File: src/rtl/mem_model_arb_pkg.sv
// Shared types for the two-manager Avalon-MM burst arbiter in front of mem_model.
// Holds the FSM states, the read return-queue entry and burstcount normalisation.
package mem_model_arb_pkg;

  localparam int BW = 12;

  typedef enum logic {
    IDLE   = 1'b0,
    WBURST = 1'b1
  } arb_state_e;

  // One outstanding read burst: issuing manager and its beat count.
  typedef struct packed {
    logic          id;
    logic [BW-1:0] count;
  } rdq_entry_t;

  function automatic logic [BW-1:0] norm_burst(input logic [BW-1:0] bc);
    return (bc == '0) ? BW'(1) : bc;
  endfunction

endpackage

File: src/rtl/mem_model_avm_arb_if.sv
// Bus bundle of the arbiter: both manager ports (packed per manager) and the mem_model port.
// slave is the arbiter's view; master is the environment (managers plus memory).
interface mem_model_avm_arb_if #(
  parameter int ADDRWIDTH  = 32,
  parameter int DATAWIDTH  = 32,
  parameter int BURSTWIDTH = 12
);
  logic [2*ADDRWIDTH-1:0]   m_address;
  logic [2*DATAWIDTH/8-1:0] m_byteenable;
  logic [1:0]               m_write;
  logic [2*DATAWIDTH-1:0]   m_writedata;
  logic [1:0]               m_read;
  logic [2*BURSTWIDTH-1:0]  m_burstcount;
  logic [1:0]               m_waitrequest;
  logic [DATAWIDTH-1:0]     m_readdata;
  logic [1:0]               m_readdatavalid;

  logic [ADDRWIDTH-1:0]     s_address;
  logic [DATAWIDTH/8-1:0]   s_byteenable;
  logic                     s_write;
  logic [DATAWIDTH-1:0]     s_writedata;
  logic                     s_read;
  logic [BURSTWIDTH-1:0]    s_burstcount;
  logic                     s_waitrequest;
  logic [DATAWIDTH-1:0]     s_readdata;
  logic                     s_readdatavalid;

  modport slave (
    input  m_address, m_byteenable, m_write, m_writedata, m_read, m_burstcount,
    output m_waitrequest, m_readdata, m_readdatavalid,
    output s_address, s_byteenable, s_write, s_writedata, s_read, s_burstcount,
    input  s_waitrequest, s_readdata, s_readdatavalid
  );

  modport master (
    output m_address, m_byteenable, m_write, m_writedata, m_read, m_burstcount,
    input  m_waitrequest, m_readdata, m_readdatavalid,
    input  s_address, s_byteenable, s_write, s_writedata, s_read, s_burstcount,
    output s_waitrequest, s_readdata, s_readdatavalid
  );
endinterface

File: src/rtl/mem_model_q.sv
// Small synchronous FIFO used as the in-order read return queue of the arbiter.
// DEPTH must be a power of two (>= 2); push when full and pop when empty are ignored.
module mem_model_q #(
  parameter int WIDTH = 13,
  parameter int DEPTH = 8
) (
  input  logic             clk,
  input  logic             nreset,
  input  logic             push_i,
  input  logic [WIDTH-1:0] push_data_i,
  input  logic             pop_i,
  output logic [WIDTH-1:0] head_o,
  output logic             empty_o,
  output logic             full_o
);
  localparam int PW = $clog2(DEPTH);

  logic [WIDTH-1:0] mem_q [DEPTH];
  logic [PW:0]      wr_ptr_q, wr_ptr_d;
  logic [PW:0]      rd_ptr_q, rd_ptr_d;
  logic             do_push, do_pop;

  // Extra pointer bit tells full from empty when the indices coincide.
  assign empty_o = (wr_ptr_q == rd_ptr_q);
  assign full_o  = (wr_ptr_q[PW] != rd_ptr_q[PW]) &&
                   (wr_ptr_q[PW-1:0] == rd_ptr_q[PW-1:0]);
  assign do_push = push_i && !full_o;
  assign do_pop  = pop_i && !empty_o;
  assign head_o  = mem_q[rd_ptr_q[PW-1:0]];

  always_comb begin
    // NOTE: every always_comb output gets a default first so no path infers a latch.
    wr_ptr_d = wr_ptr_q;
    rd_ptr_d = rd_ptr_q;
    if (do_push) wr_ptr_d = wr_ptr_q + (PW+1)'(1);
    if (do_pop)  rd_ptr_d = rd_ptr_q + (PW+1)'(1);
  end

  // NOTE: storage is not reset; the pointers alone define which entries are valid.
  always_ff @(posedge clk) begin
    if (do_push) mem_q[wr_ptr_q[PW-1:0]] <= push_data_i;
  end

  always_ff @(posedge clk) begin
    // NOTE: sequential state uses non-blocking assignments so all flops update together.
    if (!nreset) begin
      wr_ptr_q <= '0;
      rd_ptr_q <= '0;
    end else begin
      wr_ptr_q <= wr_ptr_d;
      rd_ptr_q <= rd_ptr_d;
    end
  end

endmodule

File: src/rtl/mem_model_avm_arb.sv
// Round-robin arbiter sharing one mem_model burst port between two Avalon-MM managers.
// Write bursts lock the grant; read issuers are queued so returned beats are steered back.
module mem_model_avm_arb
  import mem_model_arb_pkg::*;
#(
  parameter int ADDRWIDTH  = 32,
  parameter int DATAWIDTH  = 32,
  parameter int BURSTWIDTH = BW,
  parameter int RDQ_DEPTH  = 8
) (
  input  logic               clk,
  input  logic               nreset,
  mem_model_avm_arb_if.slave bus,
  output logic               rdq_err
);
  localparam int BEW = DATAWIDTH / 8;

  arb_state_e            state_q, state_d;
  logic                  last_grant_q, last_grant_d;
  logic                  owner_q, owner_d;
  logic [BURSTWIDTH-1:0] wcnt_q, wcnt_d;
  logic [BURSTWIDTH-1:0] rbeat_q, rbeat_d;
  logic                  rdq_err_q, rdq_err_d;

  logic [1:0]            rd_ok, elig;
  logic                  gnt_vld, gnt;
  logic [BURSTWIDTH-1:0] gnt_burst;
  logic                  accept, rvalid;
  logic                  rdq_push, rdq_pop, rdq_empty, rdq_full;
  rdq_entry_t            push_entry, head;

  // Write wins over a simultaneous read; a full return queue masks reads.
  assign rd_ok = bus.m_read & ~bus.m_write & {2{~rdq_full}};
  assign elig  = bus.m_write | rd_ok;

  always_comb begin
    gnt_vld = 1'b0;
    gnt     = 1'b0;
    if (!nreset) begin
      gnt_vld = 1'b0;
    end else if (state_q == WBURST) begin
      gnt_vld = 1'b1;
      gnt     = owner_q;
    end else if (elig == 2'b11) begin
      gnt_vld = 1'b1;
      gnt     = ~last_grant_q;
    end else if (elig != 2'b00) begin
      gnt_vld = 1'b1;
      gnt     = elig[1];
    end
  end

  assign bus.s_address    = gnt ? bus.m_address[2*ADDRWIDTH-1:ADDRWIDTH]
                                : bus.m_address[ADDRWIDTH-1:0];
  assign bus.s_byteenable = gnt ? bus.m_byteenable[2*BEW-1:BEW]
                                : bus.m_byteenable[BEW-1:0];
  assign bus.s_writedata  = gnt ? bus.m_writedata[2*DATAWIDTH-1:DATAWIDTH]
                                : bus.m_writedata[DATAWIDTH-1:0];
  assign bus.s_burstcount = gnt ? bus.m_burstcount[2*BURSTWIDTH-1:BURSTWIDTH]
                                : bus.m_burstcount[BURSTWIDTH-1:0];
  assign gnt_burst        = norm_burst(bus.s_burstcount);

  assign bus.s_write = gnt_vld && bus.m_write[gnt];
  assign bus.s_read  = gnt_vld && (state_q == IDLE) && rd_ok[gnt];
  assign accept      = (bus.s_write || bus.s_read) && !bus.s_waitrequest;

  always_comb begin
    bus.m_waitrequest = 2'b11;
    if (gnt_vld) bus.m_waitrequest[gnt] = bus.s_waitrequest;
  end

  // Read return path: the queue head names the manager owning the current beat.
  assign rvalid              = nreset && bus.s_readdatavalid && !rdq_empty;
  assign bus.m_readdatavalid = {rvalid && head.id, rvalid && !head.id};
  assign bus.m_readdata      = bus.s_readdata;
  assign rdq_pop             = rvalid && (rbeat_q == head.count - BURSTWIDTH'(1));
  assign rdq_push            = bus.s_read && !bus.s_waitrequest;
  assign push_entry          = '{id: gnt, count: gnt_burst};
  assign rdq_err             = rdq_err_q;

  mem_model_q #(
    .WIDTH (1 + BURSTWIDTH),
    .DEPTH (RDQ_DEPTH)
  ) u_rdq (
    .clk         (clk),
    .nreset      (nreset),
    .push_i      (rdq_push),
    .push_data_i (push_entry),
    .pop_i       (rdq_pop),
    .head_o      (head),
    .empty_o     (rdq_empty),
    .full_o      (rdq_full)
  );

  always_comb begin
    state_d      = state_q;
    last_grant_d = last_grant_q;
    owner_d      = owner_q;
    wcnt_d       = wcnt_q;
    rbeat_d      = rbeat_q;
    rdq_err_d    = rdq_err_q || (bus.s_readdatavalid && rdq_empty);
    if (accept) begin
      if (state_q == IDLE) begin
        last_grant_d = gnt;
        if (bus.s_write && gnt_burst != BURSTWIDTH'(1)) begin
          state_d = WBURST;
          owner_d = gnt;
          wcnt_d  = gnt_burst - BURSTWIDTH'(1);
        end
      end else begin
        wcnt_d = wcnt_q - BURSTWIDTH'(1);
        if (wcnt_q == BURSTWIDTH'(1)) state_d = IDLE;
      end
    end
    if (rvalid) rbeat_d = rdq_pop ? '0 : rbeat_q + BURSTWIDTH'(1);
  end

  always_ff @(posedge clk) begin
    if (!nreset) begin
      state_q      <= IDLE;
      last_grant_q <= 1'b1;
      owner_q      <= 1'b0;
      wcnt_q       <= '0;
      rbeat_q      <= '0;
      rdq_err_q    <= 1'b0;
    end else begin
      state_q      <= state_d;
      last_grant_q <= last_grant_d;
      owner_q      <= owner_d;
      wcnt_q       <= wcnt_d;
      rbeat_q      <= rbeat_d;
      rdq_err_q    <= rdq_err_d;
    end
  end

endmodule

File: src/flat_wrapper.sv
// flat-port wrapper written by rule: the top's interface ports become plain ports
module mem_model_avm_arb_flat import mem_model_arb_pkg::*;
#(
  parameter int ADDRWIDTH  = 32,
  parameter int DATAWIDTH  = 32,
  parameter int BURSTWIDTH = BW,
  parameter int RDQ_DEPTH  = 8
)
  (clk, nreset, rdq_err, bus_m_address, bus_m_byteenable, bus_m_write, bus_m_writedata, bus_m_read, bus_m_burstcount, bus_m_waitrequest, bus_m_readdata, bus_m_readdatavalid, bus_s_address, bus_s_byteenable, bus_s_write, bus_s_writedata, bus_s_read, bus_s_burstcount, bus_s_waitrequest, bus_s_readdata, bus_s_readdatavalid);
  mem_model_avm_arb_if #(.ADDRWIDTH(ADDRWIDTH), .DATAWIDTH(DATAWIDTH), .BURSTWIDTH(BURSTWIDTH)) bus_i ();
  input  logic clk;
  input  logic nreset;
  output logic rdq_err;
  input wire logic [$bits(bus_i.m_address)-1:0] bus_m_address;
  input wire logic [$bits(bus_i.m_byteenable)-1:0] bus_m_byteenable;
  input wire logic [$bits(bus_i.m_write)-1:0] bus_m_write;
  input wire logic [$bits(bus_i.m_writedata)-1:0] bus_m_writedata;
  input wire logic [$bits(bus_i.m_read)-1:0] bus_m_read;
  input wire logic [$bits(bus_i.m_burstcount)-1:0] bus_m_burstcount;
  output wire logic [$bits(bus_i.m_waitrequest)-1:0] bus_m_waitrequest;
  output wire logic [$bits(bus_i.m_readdata)-1:0] bus_m_readdata;
  output wire logic [$bits(bus_i.m_readdatavalid)-1:0] bus_m_readdatavalid;
  output wire logic [$bits(bus_i.s_address)-1:0] bus_s_address;
  output wire logic [$bits(bus_i.s_byteenable)-1:0] bus_s_byteenable;
  output wire logic [$bits(bus_i.s_write)-1:0] bus_s_write;
  output wire logic [$bits(bus_i.s_writedata)-1:0] bus_s_writedata;
  output wire logic [$bits(bus_i.s_read)-1:0] bus_s_read;
  output wire logic [$bits(bus_i.s_burstcount)-1:0] bus_s_burstcount;
  input wire logic [$bits(bus_i.s_waitrequest)-1:0] bus_s_waitrequest;
  input wire logic [$bits(bus_i.s_readdata)-1:0] bus_s_readdata;
  input wire logic [$bits(bus_i.s_readdatavalid)-1:0] bus_s_readdatavalid;
  assign bus_i.m_address = bus_m_address;
  assign bus_i.m_byteenable = bus_m_byteenable;
  assign bus_i.m_write = bus_m_write;
  assign bus_i.m_writedata = bus_m_writedata;
  assign bus_i.m_read = bus_m_read;
  assign bus_i.m_burstcount = bus_m_burstcount;
  assign bus_m_waitrequest = bus_i.m_waitrequest;
  assign bus_m_readdata = bus_i.m_readdata;
  assign bus_m_readdatavalid = bus_i.m_readdatavalid;
  assign bus_s_address = bus_i.s_address;
  assign bus_s_byteenable = bus_i.s_byteenable;
  assign bus_s_write = bus_i.s_write;
  assign bus_s_writedata = bus_i.s_writedata;
  assign bus_s_read = bus_i.s_read;
  assign bus_s_burstcount = bus_i.s_burstcount;
  assign bus_i.s_waitrequest = bus_s_waitrequest;
  assign bus_i.s_readdata = bus_s_readdata;
  assign bus_i.s_readdatavalid = bus_s_readdatavalid;
  mem_model_avm_arb #(.ADDRWIDTH(ADDRWIDTH), .DATAWIDTH(DATAWIDTH), .BURSTWIDTH(BURSTWIDTH), .RDQ_DEPTH(RDQ_DEPTH)) u_core (.clk(clk), .nreset(nreset), .bus(bus_i), .rdq_err(rdq_err));
endmodule
File: config.mk
export PLATFORM = sky130hd
export DESIGN_NAME = mem_model_avm_arb_flat
export DESIGN_NICKNAME = d
export VERILOG_FILES = /design/src/rtl/mem_model_arb_pkg.sv /design/src/rtl/mem_model_avm_arb_if.sv /design/src/rtl/mem_model_q.sv /design/src/rtl/mem_model_avm_arb.sv /design/src/flat_wrapper.sv
export SDC_FILE = /design/constraint.sdc
export NUM_CORES = 1
export LEC_CHECK = 0
export CORE_UTILIZATION = 46
export DETAILED_ROUTE_END_ITERATION = 6
export PLACE_DENSITY_LB_ADDON = 0.2
export SKIP_CTS_REPAIR_TIMING = 1
export SLEW_MARGIN = 20
export SYNTH_ARGS = -nofsm -noshare
export SYNTH_HDL_FRONTEND = slang
export SYNTH_HIERARCHICAL = 1
export SYNTH_SLANG_ARGS = --single-unit
File: constraint.sdc
create_clock -name clk -period 5.6 [get_ports clk]
set_clock_uncertainty 0.1 [all_clocks]
set_input_delay 0.84 -clock clk [delete_from_list [all_inputs] [get_ports clk]]
set_output_delay 0.84 -clock clk [all_outputs]
set_load 0.05 [all_outputs]
; ---- After elaboration in Yosys (flattened, before gate mapping)
; Memory sizes are Yosys's and may differ from the RTL's. A register that Yosys moved wholly into a read port is not among the register bits.
; Cells that the tools add are included.
[totals]
regBits = 36
mem_count = 1
input_bits = 200
mem_bits_rw = 104
[mem_list]
columns = memory, words, word_bits, read_ports, rd_clocked_by_memory_dff, write_ports, line
row1 = u_core.u_rdq.mem_q, 8, 13, 1, 1, 1, mem_model_q.sv:18  ; logic [WIDTH-1:0] mem_q [DEPTH];
[op_classes]
n_lt_le_gt_ge = 2
muxes = 30
reduce_logical = 28
n_addsub = 6
eq_ne = 7
bitwise = 9
[ops]
columns = cell, n
row1 = $mux 32, 2
row2 = $mux 12, 5
row3 = $sub 12x1->12 const B, 3
row4 = $mux 1, 18
row5 = $logic_and 1x1->1, 16
row6 = $add 12x1->12 const B, 1
row7 = $eq 12x1->1 const B, 1
row8 = $eq 12x12->1, 1
row9 = $logic_not 12->1, 1
row10 = $ne 12x1->1 const B, 1
row11 = $add 4x1->4 const B, 2
row12 = $mux 3, 2
row13 = $and 2x2->2, 2
row14 = $eq 4x4->1, 1
row15 = $logic_not 1->1, 4
row16 = $mux 4, 1
row17 = $not 2->2, 2
row18 = $or 2x2->2, 2
row19 = $reduce_and 2->1, 2
row20 = $reduce_bool 2->1, 2
row21 = $eq 3x3->1, 1
row22 = $not 1->1, 3
row23 = $reduce_and 3->1, 1
row24 = $eq 2x2->1 const B, 1
row25 = 6 further kinds, 7

; ---- Logic depth before layout (Yosys ltp)
[logic_depth]
ltp_word = 17
depth_mapped = 20
mapped_depth_nobuf = 16

; ---- Hierarchy
; The synthesis kept the hierarchy.
[by_module_without_submodules]
columns = module, cells_each, n_inst, area_per_inst_um2, seq_area_each_um2
row1 = mem_model_q, 233, 1, 4764.6, 3343.2
row2 = mem_model_avm_arb, 648, 1, 3947.5, 560.5

; ---- Worst setup path before layout
; Ideal clock, no wire load.
[synth_timing]
path_type = register to register
startpoint = register u_core.u_rdq.wr_ptr_q[2]
endpoint = memory u_core.u_rdq.mem_q[5][0] (enable)
n_path_buf = 1
arrival_time_ns = 4.671
stages_incl_launch_ff = 11
slack_ns = 0.407
synth_period_minus_slack_ns = 5.193
setup_time_ns = 0.422
cell_sequence = dfxtp_1 > buf_6 > xor2_2 > nor4_4 > nor2b_1 > o311ai_1 > o211ai_1 > a21oi_1 > nor2b_1 > nand2_1 > nor4b_1
[synth_between]
elab_chain_cells = 17
elab_cells_between_ends = 24
classes_between = 2 x eq/ne / 12 x mux / 3 x bitwise / 7 x reduce/logical
[synth_rtl]
columns = element, line
row1 = from (decl), mem_model_q.sv:19  ; logic [PW:0] wr_ptr_q, wr_ptr_d;
row2 = from (signal assigned), mem_model_q.sv:50  ; wr_ptr_q <= wr_ptr_d;
row3 = $eq 3x3->1 (*), mem_model_q.sv:26  ; (wr_ptr_q[PW-1:0] == rd_ptr_q[PW-1:0]);
row4 = $logic_and 1x1->1 (*), mem_model_q.sv:25  ; assign full_o = (wr_ptr_q[PW] != rd_ptr_q[PW]) &&
row5 = via u_core.rdq_full, mem_model_avm_arb.sv:29  ; logic rdq_push, rdq_pop, rdq_empty, rdq_full;
row6 = $not 1->1 (*), mem_model_avm_arb.sv:33  ; assign rd_ok = bus.m_read & ~bus.m_write & {2{~rdq_full}};
row7 = $and 2x2->2 (*), mem_model_avm_arb.sv:33
row8 = $or 2x2->2, mem_model_avm_arb.sv:34  ; assign elig = bus.m_write | rd_ok;
row9 = $reduce_bool 2->1, mem_model_avm_arb.sv:47  ; end else if (elig != 2'b00) begin
row10 = $mux 1, mem_model_avm_arb.sv:47
row11 = [... 3 more ...], n/a
row12 = $mux 1 (not written as such) (2 in series), mem_model_avm_arb.sv:64  ; assign bus.s_read = gnt_vld && (state_q == IDLE) && rd_ok[gnt];
row13 = $logic_and 1x1->1 (*), mem_model_avm_arb.sv:64
row14 = via bus_s_read, flat_wrapper.sv:27  ; output wire logic [$bits(bus_i.s_read)-1:0] bus_s_read;
row15 = $logic_and 1x1->1 (*), mem_model_avm_arb.sv:77  ; assign rdq_push = bus.s_read && !bus.s_waitrequest;
row16 = via u_core.rdq_push, mem_model_avm_arb.sv:29
row17 = $logic_and 1x1->1 (*), mem_model_q.sv:27  ; assign do_push = push_i && !full_o;
row18 = $mux 1 (*), mem_model_q.sv:41  ; if (do_push) mem_q[wr_ptr_q[PW-1:0]] <= push_data_i;
row19 = $mux 1 (not written as such) (*), mem_model_q.sv:41
row20 = to (decl), mem_model_q.sv:18
; Mark *: on every way through the listed nets, which the timed path passes. The rest lies on a longest branch. The select of a mux whose other input is x is not followed.

; ---- Worst setup path in the final report
[layout_timing]
startpoint = register u_core.u_rdq.wr_ptr_q[1]
endpoint = output port bus_s_burstcount[2]
[layout_between]
elab_chain_cells = 11
elab_cells_between_ends = 12
classes_between = 2 x eq/ne / 5 x mux / 3 x bitwise / 2 x reduce/logical
[layout_rtl]
columns = element, line
row1 = $eq 3x3->1 (*), mem_model_q.sv:26
row2 = $logic_and 1x1->1 (*), mem_model_q.sv:25
row3 = via u_core.rdq_full, mem_model_avm_arb.sv:29
row4 = $not 1->1 (*), mem_model_avm_arb.sv:33
row5 = $and 2x2->2 (*), mem_model_avm_arb.sv:33
row6 = $or 2x2->2 (*), mem_model_avm_arb.sv:34
row7 = $reduce_bool 2->1, mem_model_avm_arb.sv:47
row8 = $mux 1, mem_model_avm_arb.sv:47
row9 = $mux 1 (*), mem_model_avm_arb.sv:44  ; end else if (elig == 2'b11) begin
row10 = $mux 1 (*), mem_model_avm_arb.sv:41  ; end else if (state_q == WBURST) begin
row11 = $mux 1 (*), mem_model_avm_arb.sv:39  ; if (!nreset) begin
row12 = $mux 12 (*), mem_model_avm_arb.sv:59  ; assign bus.s_burstcount = gnt ? bus.m_burstcount[2*BURSTWIDTH-1:BURSTWIDTH]
row13 = to (decl), flat_wrapper.sv:28  ; output wire logic [$bits(bus_i.s_burstcount)-1:0] bus_s_burstcount;
; Mark *: on every way through the listed nets, which the timed path passes. The rest lies on a longest branch.

==> metrics.yaml <==
power:
  comb_power_share: 0.266
  swShare: 0.323
  irDropWorstVdd_uv: 207
  clkPwrFrac: 0.369
  p_sw_w: 0.00104
  power.density_nw_per_um2: 276
  p_int_w: 0.00218
  total_power_w: 0.00322
  p_leak_nw: 4.50
  pwr-share-seq: 0.365
worst_setup_path:
  end_kind: "output port"
  worstPathRequired_ps: 4660
  arrival_ps: 4060
  critical-path-max-stage-delay_ps: 880
  crit_family: "buffers and inverters"
  crit_chain: "xor2_1, nor4_4, buf_4, nor2b_1, o21ai_2, nand2_4, buf_4, o21ai_0, clkdlybuf4s50_1"
  worst_setup_path_start_kind: "register"
  cp_num_buf_inv: 3
  path_class: "reg2out"
  worst-r2r-cell-count: 17
  rr_startpoint: "u_core/u_rdq/wr_ptr_q[1]"
  cp_slowest_cell: "clkdlybuf4s50_1"
  crit_fanout: 28
  crit_top_cell: "buf_4"
  rrSetupSlack_ps: 860
  timing.rr.end: "u_core/wcnt_q[10]"
clock_network:
  clock_latency_ps: 420
  htreeDepth: 4
  cts_buffer_depth: 2
  cts.sinks: 143
  path_clk_slew_ps: 60
  root_buffer: "clkbuf_16"
  cts_inserted_buffers: 17
  cts_tree: "built"
floorplan:
  die_w_um: 140
  num_rows: 49
  core_area_um2: 18300
  start_util: 0.477
  die_h_um: 140
  ios: 319
  die_area_um2: 19500
global_route:
  grt_util_all_layers: 0.266
  grt_pass1_vias: 7082
  antenna_found_initial: 0
  gr-total-overflow: 0
  grt_max_degree: 47
  grt_pass1_wl_um: 39300
logic_synthesis:
  synth-seq-cells: 143
  syn_inst: 881
  yosysWarnings: 6
  synth_area_um2: 8710
  synth_edf_count: 104
  yosysSeqAreaShare: 0.448
  avgSynthCellArea_um2: 9.89
  synthFlopType: "edfxtp_1"
  yosysUniqueCellTypes: 77
  synth_nets: 1089
  ys_async_sr_fraction: 0
drt:
  via_count: 7372
  dr.pass1.iters: 5
  vias_per_cell: 5.52
  drtAntennaViolNets: 0
  routed_wl_um: 25500
  drt_iter0_markers: 512
  wire_per_inst_um: 19.1
  route.detailed.drc: 0
worst_hold_path:
  min_path_type: "reg2reg"
  hold-path-cell-count: 2
  hp-start: "u_core/owner_q"
  holdPathEnd: "u_core/owner_q"
timing:
  whs_ps: 376
  post-route-min-period_ps: 5000
  drv_slew: 0
  setup_slack_ps: 597
  clock.fmax_mhz: 200
  period_share: 0.893
  hold_viol_final: 0
  worstMarginPinSlew_ps: 959
  relSlewSlack: 0.354
  final-setup-viol-count: 0
  rsz0062_at_grt: "no"
  final.setup.tns_ps: 0
place:
  hpwl_um: 19200
  dp_slack_ps: 969
  place_area_um2: 11000
  portBuffers: 254
  gp_congestion: 0.977
final_layout:
  nets: 1302
  drive_above_1_share: 0.168
  fill_cells: 1437
  multi_input_area_um2: 4300
  area_growth_pct: 34.0
  antennaDiodeCount: 0
  fin_area_um2: 11700
  ff_latch_area_um2: 3900
job:
  drv_cap: 0
outcome:
  status: "complete, no violations"
-- power groups by stage --
stage                     Sequential [W]  Clock (W)  Combinational (W)
after floorplan                  0.00120          0           0.000576
after global placement           0.00120          0           0.000848
after detailed placement         0.00120          0           0.000849
after CTS                        0.00118    0.00121           0.000853
after global routing             0.00118    0.00125           0.000903
final                            0.00118    0.00119           0.000856
-- placed cells by master, fill, tap and decap left out, types with 22 or more instances in the layout --
cell type	instances
nand2_1	289
clkdlybuf4s50_1	176
edfxtp_1	104
buf_4	92
dfxtp_1	39
nor2_1	35
mux2_2	22
-- synthesized netlist by cell type (11+ instances only) --
library cell	n	area, um2
xor2_1	20	175
nand4_1	13	81.3
nor4_1	11	68.8
buf_2	17	85.1
o21ai_0	13	65.1
dfxtp_1	39	781
nand3_1	18	90.1
inv_1	13	48.8
edfxtp_1	104	3120
mux2_2	22	248
nor3_1	21	105
xnor2_1	20	175
nor2_1	35	131
nand2_1	289	1080
a21oi_1	14	70.1
mux4_1	20	526
buf_4	32	240
clkbuf_1	16	60.1
mux2i_1	11	110
-- per-stage QoR --
| step | instances | util |
|---|---|---|
| floorplan | 881 | - |
| detailed placement | 1304 | 0.604 |
| global placement | 1304 | 0.604 |
| CTS | 1336 | 0.639 |
| finish | 1336 | 0.639 |
| global route | 1336 | 0.639 |
-- state kept, by name, indices dropped and copies added, names as in the netlist, named ones only --
| name | count |
|---|---|
| u_core/last_grant_q | 1 |
| u_core/owner_q | 1 |
| u_core/rbeat_q | 12 |
| u_core/rdq_err | 1 |
| u_core/state_q | 1 |
| u_core/u_rdq/mem_q | 104 |
| u_core/u_rdq/rd_ptr_q | 4 |
| u_core/u_rdq/wr_ptr_q | 4 |
| u_core/wcnt_q | 12 |
-- logic make-up (layout without fill, tap and decap cells) --
family | count (synthesis) | count (layout) | share of synthesized area
adders and majority gates | 8 | 8 | 0.0115
muxes | 59 | 59 | 0.117
xor gates and xnor gates | 41 | 41 | 0.0421
AOI/OAI and AO/OA | 89 | 89 | 0.0820
and+or+nand+nor | 450 | 450 | 0.236
buffers and inverters | 91 | 317 | 0.0635
DFF | 143 | 143 | 0.448
-- how the worst max path moves through the flow --
stage	from	end	slack, ps	depth (start not counted)
2_1_floorplan	u_core/u_rdq/wr_ptr_q[2]	u_core/u_rdq/mem_q[5][0]	410	10
3_3_place_gp	bus_m_read[0]	bus_s_burstcount[2]	1070	7
3_5_place_dp	bus_m_read[0]	u_core/wcnt_q[10]	970	15
4_1_cts	u_core/u_rdq/wr_ptr_q[1]	bus_s_burstcount[2]	570	9
5_1_grt	u_core/u_rdq/wr_ptr_q[1]	bus_s_burstcount[2]	290	9
6_report	u_core/u_rdq/wr_ptr_q[1]	bus_s_burstcount[2]	600	9
-- worst min-delay path, delay by kind of cell (launching register included) --
| family | cells | cell delay (ps) |
|---|---|---|
| AO/OA/AOI/OAI | 2 | 120 |
| flip-flops | 1 | 300 |
-- final cells by class --
class / instances / area share
multi-input combinational: 647 / 0.369
sequential: 143 / 0.334
timing repair buffer: 271 / 0.214
clock buffer: 18 / 0.0368
tap: 229 / 0.0245
clock inverter: 14 / 0.0170
inverter: 14 / 0.00461
-- per-layer routing --
metal	vias to the layer above	wire (um)	track usage
met5	-	0	0
met4	0	691	0.102
met3	43	1630	0.0540
met2	328	12800	0.453
met1	3434	10400	0.334
li1	3567	-	-
Note: power is estimated with default switching activity, not from simulation.
